`config.mk`:
```
export PLATFORM = sky130hd
export DESIGN_NAME = audio_sample_feeder
export DESIGN_NICKNAME = d
export VERILOG_FILES = /design/src/rtl/audio_sample_feeder_pkg.sv /design/src/rtl/audio_fifo.sv /design/src/rtl/audio_sample_feeder.sv
export SDC_FILE = /design/constraint.sdc
export NUM_CORES = 1
export LEC_CHECK = 0
export ABC_CLOCK_PERIOD_IN_PS = 9200
export CELL_PAD_IN_SITES_DETAIL_PLACEMENT = 0
export CELL_PAD_IN_SITES_GLOBAL_PLACEMENT = 1
export CORE_ASPECT_RATIO = 0.9
export CORE_MARGIN = 5
export CORE_UTILIZATION = 57
export DETAILED_ROUTE_END_ITERATION = 6
export PLACE_DENSITY_LB_ADDON = 0.1
export SLEW_MARGIN = 30
export SYNTH_ARGS = -nofsm -noshare
export SYNTH_HDL_FRONTEND = slang
export SYNTH_SLANG_ARGS = --single-unit
```
`constraint.sdc`:
```
create_clock -name clk_i -period 9.2 [get_ports clk_i]
set_input_delay 0.92 -clock clk_i [delete_from_list [all_inputs] [get_ports clk_i]]
set_output_delay 0.92 -clock clk_i [all_outputs]
set_load 0.01 [all_outputs]
```
`src/rtl/audio_sample_feeder_pkg.sv`:
```
// rtl/audio_sample_feeder_pkg.sv - shared audio constants and stereo word layout
package audio_sample_feeder_pkg;

  localparam int AUDIO_SAMPLE_W = 16;
  localparam int STEREO_W       = 2 * AUDIO_SAMPLE_W;

  localparam int LEFT_MSB  = 31;
  localparam int LEFT_LSB  = 16;
  localparam int RIGHT_MSB = 15;
  localparam int RIGHT_LSB = 0;

  localparam int FIFO_AW_DEFAULT       = 4;
  localparam bit UNDERRUN_ZERO_DEFAULT = 1'b1;

  // Field order matches LEFT_*/RIGHT_* so a packed cast splits the word.
  typedef struct packed {
    logic [AUDIO_SAMPLE_W-1:0] left;
    logic [AUDIO_SAMPLE_W-1:0] right;
  } stereo_t;

  function automatic stereo_t unpack_stereo(input logic [STEREO_W-1:0] word);
    stereo_t s;
    s.left  = word[LEFT_MSB:LEFT_LSB];
    s.right = word[RIGHT_MSB:RIGHT_LSB];
    return s;
  endfunction

endpackage

```
`src/rtl/audio_fifo.sv`:
```
// rtl/audio_fifo.sv - synchronous FIFO with flush, full/empty decided by level
module audio_fifo #(
  parameter int W  = 32,
  parameter int AW = 4
) (
  input  logic          clk,
  input  logic          rst,
  input  logic          flush,
  input  logic          push,
  input  logic [W-1:0]  wdata,
  input  logic          pop,
  output logic [W-1:0]  rdata,
  output logic          full,
  output logic          empty,
  output logic [AW:0]   level
);

  localparam int DEPTH = 1 << AW;

  logic [W-1:0]  mem [DEPTH];
  logic [AW-1:0] wr_ptr;
  logic [AW-1:0] rd_ptr;
  logic          do_push;
  logic          do_pop;

  assign full    = (level == (AW+1)'(DEPTH));
  assign empty   = (level == '0);
  assign do_push = push && !full && !flush;
  assign do_pop  = pop && !empty && !flush;
  assign rdata   = mem[rd_ptr];

  always_ff @(posedge clk) begin
    if (rst || flush) begin
      wr_ptr <= '0;
      rd_ptr <= '0;
      level  <= '0;
    end else begin
      if (do_push) wr_ptr <= wr_ptr + AW'(1);
      if (do_pop)  rd_ptr <= rd_ptr + AW'(1);
      case ({do_push, do_pop})
        2'b10:   level <= level + (AW+1)'(1);
        2'b01:   level <= level - (AW+1)'(1);
        default: level <= level;
      endcase
    end
  end

  // Storage needs no reset; pointers and level define validity.
  always_ff @(posedge clk) begin
    if (do_push) mem[wr_ptr] <= wdata;
  end

endmodule

```
`src/rtl/audio_sample_feeder.sv`:
```
// rtl/audio_sample_feeder.sv - paces buffered stereo PCM words out at a divided sample rate
module audio_sample_feeder
  import audio_sample_feeder_pkg::*;
#(
  parameter int FIFO_AW       = FIFO_AW_DEFAULT,
  parameter bit UNDERRUN_ZERO = UNDERRUN_ZERO_DEFAULT
) (
  input  logic                      clk_i,
  input  logic                      rst_i,
  input  logic                      enable_i,
  input  logic                      flush_i,
  input  logic [15:0]               clk_div_i,
  input  logic                      inport_valid_i,
  input  logic [STEREO_W-1:0]       inport_data_i,
  output logic                      inport_accept_o,
  output logic [AUDIO_SAMPLE_W-1:0] left_o,
  output logic [AUDIO_SAMPLE_W-1:0] right_o,
  output logic                      sample_tick_o,
  output logic                      underrun_o,
  output logic [FIFO_AW:0]          level_o
);

  logic [15:0]         div_count;
  logic [15:0]         div_last;
  logic                tick;
  logic                fifo_full;
  logic                fifo_empty;
  logic [STEREO_W-1:0] fifo_rdata;
  logic                have_data;
  stereo_t             head;

  // Compare with >= so a divider shrunk below the running count wraps at once.
  assign div_last = (clk_div_i == 16'd0) ? 16'd0 : clk_div_i - 16'd1;
  assign tick     = enable_i && (div_count >= div_last);

  always_ff @(posedge clk_i) begin
    if (rst_i || !enable_i || tick) div_count <= 16'd0;
    else                            div_count <= div_count + 16'd1;
  end

  audio_fifo #(
    .W  (STEREO_W),
    .AW (FIFO_AW)
  ) u_fifo (
    .clk   (clk_i),
    .rst   (rst_i),
    .flush (flush_i),
    .push  (inport_valid_i),
    .wdata (inport_data_i),
    .pop   (tick),
    .rdata (fifo_rdata),
    .full  (fifo_full),
    .empty (fifo_empty),
    .level (level_o)
  );

  assign inport_accept_o = !fifo_full;
  assign head            = unpack_stereo(fifo_rdata);
  assign have_data       = !fifo_empty && !flush_i;

  // A tick that coincides with flush delivers nothing and leaves the outputs as they are.
  always_ff @(posedge clk_i) begin
    if (rst_i) begin
      left_o        <= '0;
      right_o       <= '0;
      sample_tick_o <= 1'b0;
      underrun_o    <= 1'b0;
    end else if (tick) begin
      sample_tick_o <= 1'b1;
      if (have_data) begin
        left_o     <= head.left;
        right_o    <= head.right;
        underrun_o <= 1'b0;
      end else begin
        underrun_o <= 1'b1;
        if (UNDERRUN_ZERO && !flush_i) begin
          left_o  <= '0;
          right_o <= '0;
        end
      end
    end else begin
      sample_tick_o <= 1'b0;
      underrun_o    <= 1'b0;
    end
  end

endmodule

```
## Word level (Yosys, flattened, before mapping)

Memory sizes are Yosys's and may differ from the RTL's. A register that Yosys moved wholly into a read port is not among the register bits.
Index checks and enable logic that the tools add are counted.
Widths: inputs -> output; s select.

| operators by class | value |
|---|---|
| add/sub/neg operators | 6 |
| multipliers | 0 |
| divide/modulo/power cells | 0 |
| magnitude comparators | 1 |
| eq/ne operators | 4 |
| shift-type cells | 0 |
| multiplexer cells | 11 |
| bitwise gates (word level) | 1 |
| reduce and logical (&&, ||, !) cells | 18 |

Operators by type and width:

| operator | number |
|---|---|
| $mux 16 | 4 |
| $add 16x1->16 const B | 1 |
| $ge 16x16->1 | 1 |
| $logic_not 16->1 | 1 |
| $sub 16x1->16 const B | 1 |
| $pmux 5 s2 | 1 |
| $add 4x1->4 const B | 2 |
| $mux 4 | 2 |
| $logic_and 1x1->1 | 6 |
| $add 5x1->5 const B | 1 |
| $eq 5x5->1 const B | 1 |
| $logic_not 5->1 | 1 |
| $sub 5x1->5 const B | 1 |
| $logic_not 1->1 | 4 |
| $mux 1 | 4 |
| $logic_or 1x1->1 | 3 |
| $eq 2x1->1 const B | 1 |
| $eq 2x2->1 const B | 1 |
| $ne 2x1->1 const B | 1 |
| $reduce_and 2->1 | 1 |
| $reduce_bool 2->1 | 1 |
| $reduce_or 2->1 | 1 |
| $not 1->1 | 1 |

| word-level totals | value |
|---|---|
| bits in registers | 63 |
| bits in latches | 0 |
| memory bits (writable) | 512 |
| ROM bits | 0 |
| input bits | 53 |
| output and inout port bits | 40 |
| word-level logic and storage cells | 50 |
| memories kept | 1 |

Memories:

| memory | words | width | rd ports | clocked after Yosys merged registers in | wr ports | line | source |
|---|---|---|---|---|---|---|---|
| u_fifo.mem | 16 | 32 | 1 | 1 | 1 | audio_fifo.sv:20 | `logic [W-1:0] mem [DEPTH];` |

## Longest topological paths before layout

| logic depth | value |
|---|---|
| depth after elaboration | 8 |
| mapped depth | 21 |

## Cells and area by module

From an unflattened synthesis, not the netlist that was laid out.

| unflattened totals | value |
|---|---|
| cell total of the unflattened synthesis | 1168 |
| area total of the unflattened synthesis | 22659.2 um^2 |

By module, submodules not included:

| module | instances | cells an instance | area each (um^2) | seq. area each (um^2) |
|---|---|---|---|---|
| audio_fifo | 1 | 909 | 20114.3 | 15715.1 |
| audio_sample_feeder | 1 | 259 | 2544.9 | 1001.0 |

## Worst setup path after synthesis

OpenSTA, ideal clock, no wires.

| timing | value |
|---|---|
| path type | in2reg |
| start point | input port clk_div_i[7] |
| end point | register u_fifo.level[4] |
| library setup time | 128 ps |
| data arrival time | 5164 ps |
| required time | 9072 ps |
| slack | 3909 ps |
| stages on the path | 20 |
| path buffers | 1 |
| cell sequence | or4_1 nor4_1 nor2b_1 nand4b_1 clkbuf_1 nand2_1 ha_1 a21o_1 a21o_1 a2111o_1 a41o_1 and2_0 ha_1 ha_1 nor2b_1 o21ai_0 a21oi_1 nor3_1 xnor2_1 nor2_1 |

| on the way | value |
|---|---|
| cells in the longest elaborated chain, start to end | 8 |

Ends and longest elaborated chain:

| what | line | source |
|---|---|---|
| from (decl) | audio_sample_feeder.sv:12 | `input logic [15:0] clk_div_i,` |
| $sub 16x1->16 or $logic_not 16->1 (tied branches) | audio_sample_feeder.sv:33 | `assign div_last = (clk_div_i == 16'd0) ? 16'd0 : clk_div_i - 16'd1;` |
| $mux 16 * | audio_sample_feeder.sv:33 |  |
| $ge 16x16->1 * | audio_sample_feeder.sv:34 | `assign tick = enable_i && (div_count >= div_last);` |
| $logic_and 1x1->1 * | audio_sample_feeder.sv:34 |  |
| $logic_and 1x1->1 * (2 in a row) | audio_fifo.sv:29 | `assign do_pop = pop && !empty && !flush;` |
| via u_fifo.do_pop | audio_fifo.sv:24 | `logic do_pop;` |
| $eq 2x1->1 or $eq 2x2->1 (tied branches) | audio_fifo.sv:40 | `case ({do_push, do_pop})` |
| $pmux 5 s2 or $reduce_bool 2->1 (tied branches) | - |  |
| to (signal assigned) | audio_fifo.sv:41 | `2'b10: level <= level + (AW+1)'(1);` |
| to (signal assigned) | audio_fifo.sv:42 | `2'b01: level <= level - (AW+1)'(1);` |
| to (signal assigned) | audio_fifo.sv:43 | `default: level <= level;` |
| to (decl) | audio_fifo.sv:15 | `output logic [AW:0] level` |

The timed path passes the listed nets; every way through them passes the cells marked *.
A chain may end at the register's enable or synchronous reset.

## Worst setup path after layout

Ends and elaborated chain as after synthesis.

==> metrics.yaml <==
viasPerCell: 6.057
min_delay_worst_endpoint: "left_o[5]"
fp.dieH_um: 198.9
final_nets: 1299
root_buffer: "clkbuf_16"
grt_overflow: 0
finClkSkew_ps: 12.54
finalHoldViolations: 0
clk_pin_slew_ps: 60
rsz0062_at_grt: "no"
netlist_area_um2: 22600
syn_nets: 1176
initial_utilization_pct: 57.41
slew_headroom_pct: 32.33
cts_resized: 0
core_um2: 39370
whs_ps: 462.2
antenna_found_initial: 0
ys_async_sr_fraction_pct: 0
slowest_delay_ps: 620
ys_warn_count: 0
grt_max_degree: 52
worstHoldStart: "left_o[5]"
setup.worst_path.end_class: "flip-flop"
postCtsSetupBuffers: 0
wl_per_cell_um: 26.39
cts_tree: "done"
hp-class: "flip-flop to flip-flop"
drtIter0Drc: 1088
drc: 0
post-route-period-util_pct: 65.64
syn_to_final_growth_pct: 15.05
slew_violations: 0
synth_area_leader_cell: "edfxtp_1"
ir_drop_mv: 0.1622
post-route-util_pct: 66.06
die-area_um2: 43740
cp_slowest_cell: "or4_1"
leakage_nw: 8.149
r2r_cells: 15
gp_congestion: 0.7258
synth_cells: 1094
crit_fanout: 15
vias: 10860
clockBufferDepth: 3
grt_pass1_vias: 11200
status: "finished, final reports clean"
hpwl_um: 24770
r2r_start: "div_count[5]"
powerDensity_nw_per_um2: 198.1
htree_levels: 2
tns_ps: 0
min_path_cells: 2
synth_cell_types: 48
hold_buffers: 0
finalSetupViolations: 0
crit_path_start_kind: "input pin"
r2r-end: "u_fifo.level[4]"
cp.arrival_ps: 6510
timing.reg2reg.setup_slack_ps: 5380
ys.flop_type: "edfxtp_1"
synthTopCellsByArea: "edfxtp_1 68%, mux4_2 16%, dfxtp_1 5.9%"
tightest_slew_ps: 1015
top_level_ports: 93
firstDrtPassIters: 5
fmax_ghz: 0.1656
synth_area_per_cell_um2: 20.66
layout_min_cycle_time_ps: 6039
wl_um: 47320
synth-seq-cells: 579
numPortBuffers: 92
die_x_um: 219.9
ys_seq_area_share_pct: 73.96
grtUsageTotal_pct: 22.36
num_rows: 69
cp_cell_sequence: "clkdlybuf4s50_1 -> or4_1 -> nor4_1 -> nor2b_1 -> nand4b_1 -> and2_1 -> ha_1 -> nand2b_1 -> a31oi_1 -> o221ai_1 -> a41o_1 -> and2_0 -> ha_1 -> inv_1 -> fa_1 -> nor2b_1 -> o21ai_0 -> and3_1 -> nor3_1 -> xnor2_1 -> nor2_1"
grt_first_pass_wirelength_um: 71770
max_cap_viol_count: 0
cts_buffers: 55
clock_latency_ps: 590
diodes: 0
postRouteAntennaNets: 0
drive_gt1_share_pct: 23.71
numClockSinks: 579
worstSetupPathType: "input pin to flip-flop"
synth_top_area_share_pct: 68.02
synth_edf_count: 512
crit_required_ps: 9670
[stage by stage]
| step | cell area (um2) | worst slack [ps] | std cells | total power, mW |
|---|---|---|---|---|
| floorplan | 22600 | 3909 | 1094 | 2.968 |
| global placement | 24260 | 2654 | 1692 | 3.034 |
| detailed placement | 24260 | 2555 | 1692 | 3.038 |
| CTS | 26000 | 3187 | 1793 | 5.193 |
| global route | 26000 | 2562 | 1793 | 5.329 |
| finish | 26000 | 3161 | 1793 | 5.153 |
[sequential cells by signal, indices dropped and copies added (netlist names), named ones only]
signal / cells
u_fifo.mem: 512
div_count: 16
left_o: 16
right_o: 16
u_fifo.level: 5
u_fifo.rd_ptr: 4
u_fifo.wr_ptr: 4
sample_tick_o: 1
underrun_o: 1
[worst max-delay path by stage]
| stage | start | end | slack [ps] | depth (start not counted) |
|---|---|---|---|---|
| 6_report | clk_div_i[7] | u_fifo.level[4] | 3160 | 21 |
| 5_1_grt | clk_div_i[7] | u_fifo.level[4] | 2560 | 21 |
| 3_3_place_gp | clk_div_i[7] | u_fifo.level[4] | 2650 | 21 |
| 4_1_cts | clk_div_i[7] | u_fifo.level[4] | 3190 | 21 |
| 2_1_floorplan | clk_div_i[7] | u_fifo.level[4] | 3910 | 20 |
| 3_5_place_dp | clk_div_i[7] | u_fifo.level[4] | 2550 | 21 |
[cell families after synthesis]
group | after synthesis | share of synthesized area (%)
AOI/OAI and AO/OA | 62 | 2.187
xor gates and xnor gates | 32 | 1.240
adders and majority gates | 29 | 1.639
buffers and inverters | 70 | 1.317
DFF | 579 | 73.96
muxes | 165 | 16.01
and+or+nand+nor | 157 | 3.648
[layer usage]
layer | routed length, um | up-vias | part of all wire [%] | GRT usage, %
met3 | 2571 | 50 | 5.4 | 3.333
met5 | 0 | - | 0 | 0
li1 | - | 4767 | - | -
met1 | 20060 | 5741 | 42 | 32.22
met4 | 667 | 0 | 1.4 | 4.807
met2 | 24010 | 303 | 51 | 37.34
[worst max-delay path: cells and delay by family]
family                     cells  cell delay, ps
AOI/OAI and AO/OA              4             980
xor gates and xnor gates       1             140
adders and majority gates      3             900
buffers and inverters          2             610
and+or+nand+nor               11            2960
[cell usage after synthesis, types with 2 or more instances]
library cell	number
buf_2	9
a21oi_1	14
a31oi_1	2
xor2_1	20
a32o_1	29
a21o_1	3
nand4b_1	2
and3_1	13
nor2b_1	9
xnor2_1	12
mux2_2	3
and2_1	3
ha_1	28
nand2b_1	2
inv_1	16
mux4_2	157
or3_1	2
clkbuf_1	30
nand3_1	13
mux2i_1	5
nor2_2	2
nand2_1	35
nor4_1	6
nor2_1	40
nor3_1	9
edfxtp_1	512
buf_1	13
o21ai_0	7
and4_1	2
nor2_4	8
nand4_1	5
dfxtp_1	67
[final cells by class]
type                    instances  area (um2)
repair buffers                120        1139
well taps                     532       665.6
clock inverters                27       271.5
fillers                      2633       13360
multi-input cells             445        5675
flip-flops and latches        579       16730
inverters                      16       60.06
clock buffers                  74        1468
[cell usage in the layout, fill, tap and decap left out, types with 9 or more instances in the layout]
master           instances
mux4_2                 157
clkinv_1                 9
nor2b_1                  9
xor2_1                  20
clkbuf_16               55
nand2_1                 35
edfxtp_1               512
and3_2                   9
inv_1                   16
nor2_4                  12
ha_1                    28
nor2_1                  36
a32o_1                  29
xnor2_1                 12
a21oi_1                 13
clkbuf_1                17
dfxtp_1                 63
nand3_1                 13
buf_4                   26
clkdlybuf4s50_1         92
[where the power goes]
| part | total [mW] | switching [mW] | internal (mW) | leakage [nW] |
|---|---|---|---|---|
| Clock | 2.17 | 0.936 | 1.24 | 0.846 |
| Combinational | 0.110 | 0.0673 | 0.0424 | 2.15 |
| Sequential | 2.87 | 0.00380 | 2.87 | 5.15 |
| Total | 5.15 | 1.01 | 4.15 | 8.15 |
(Power assumes the default switching activity.)
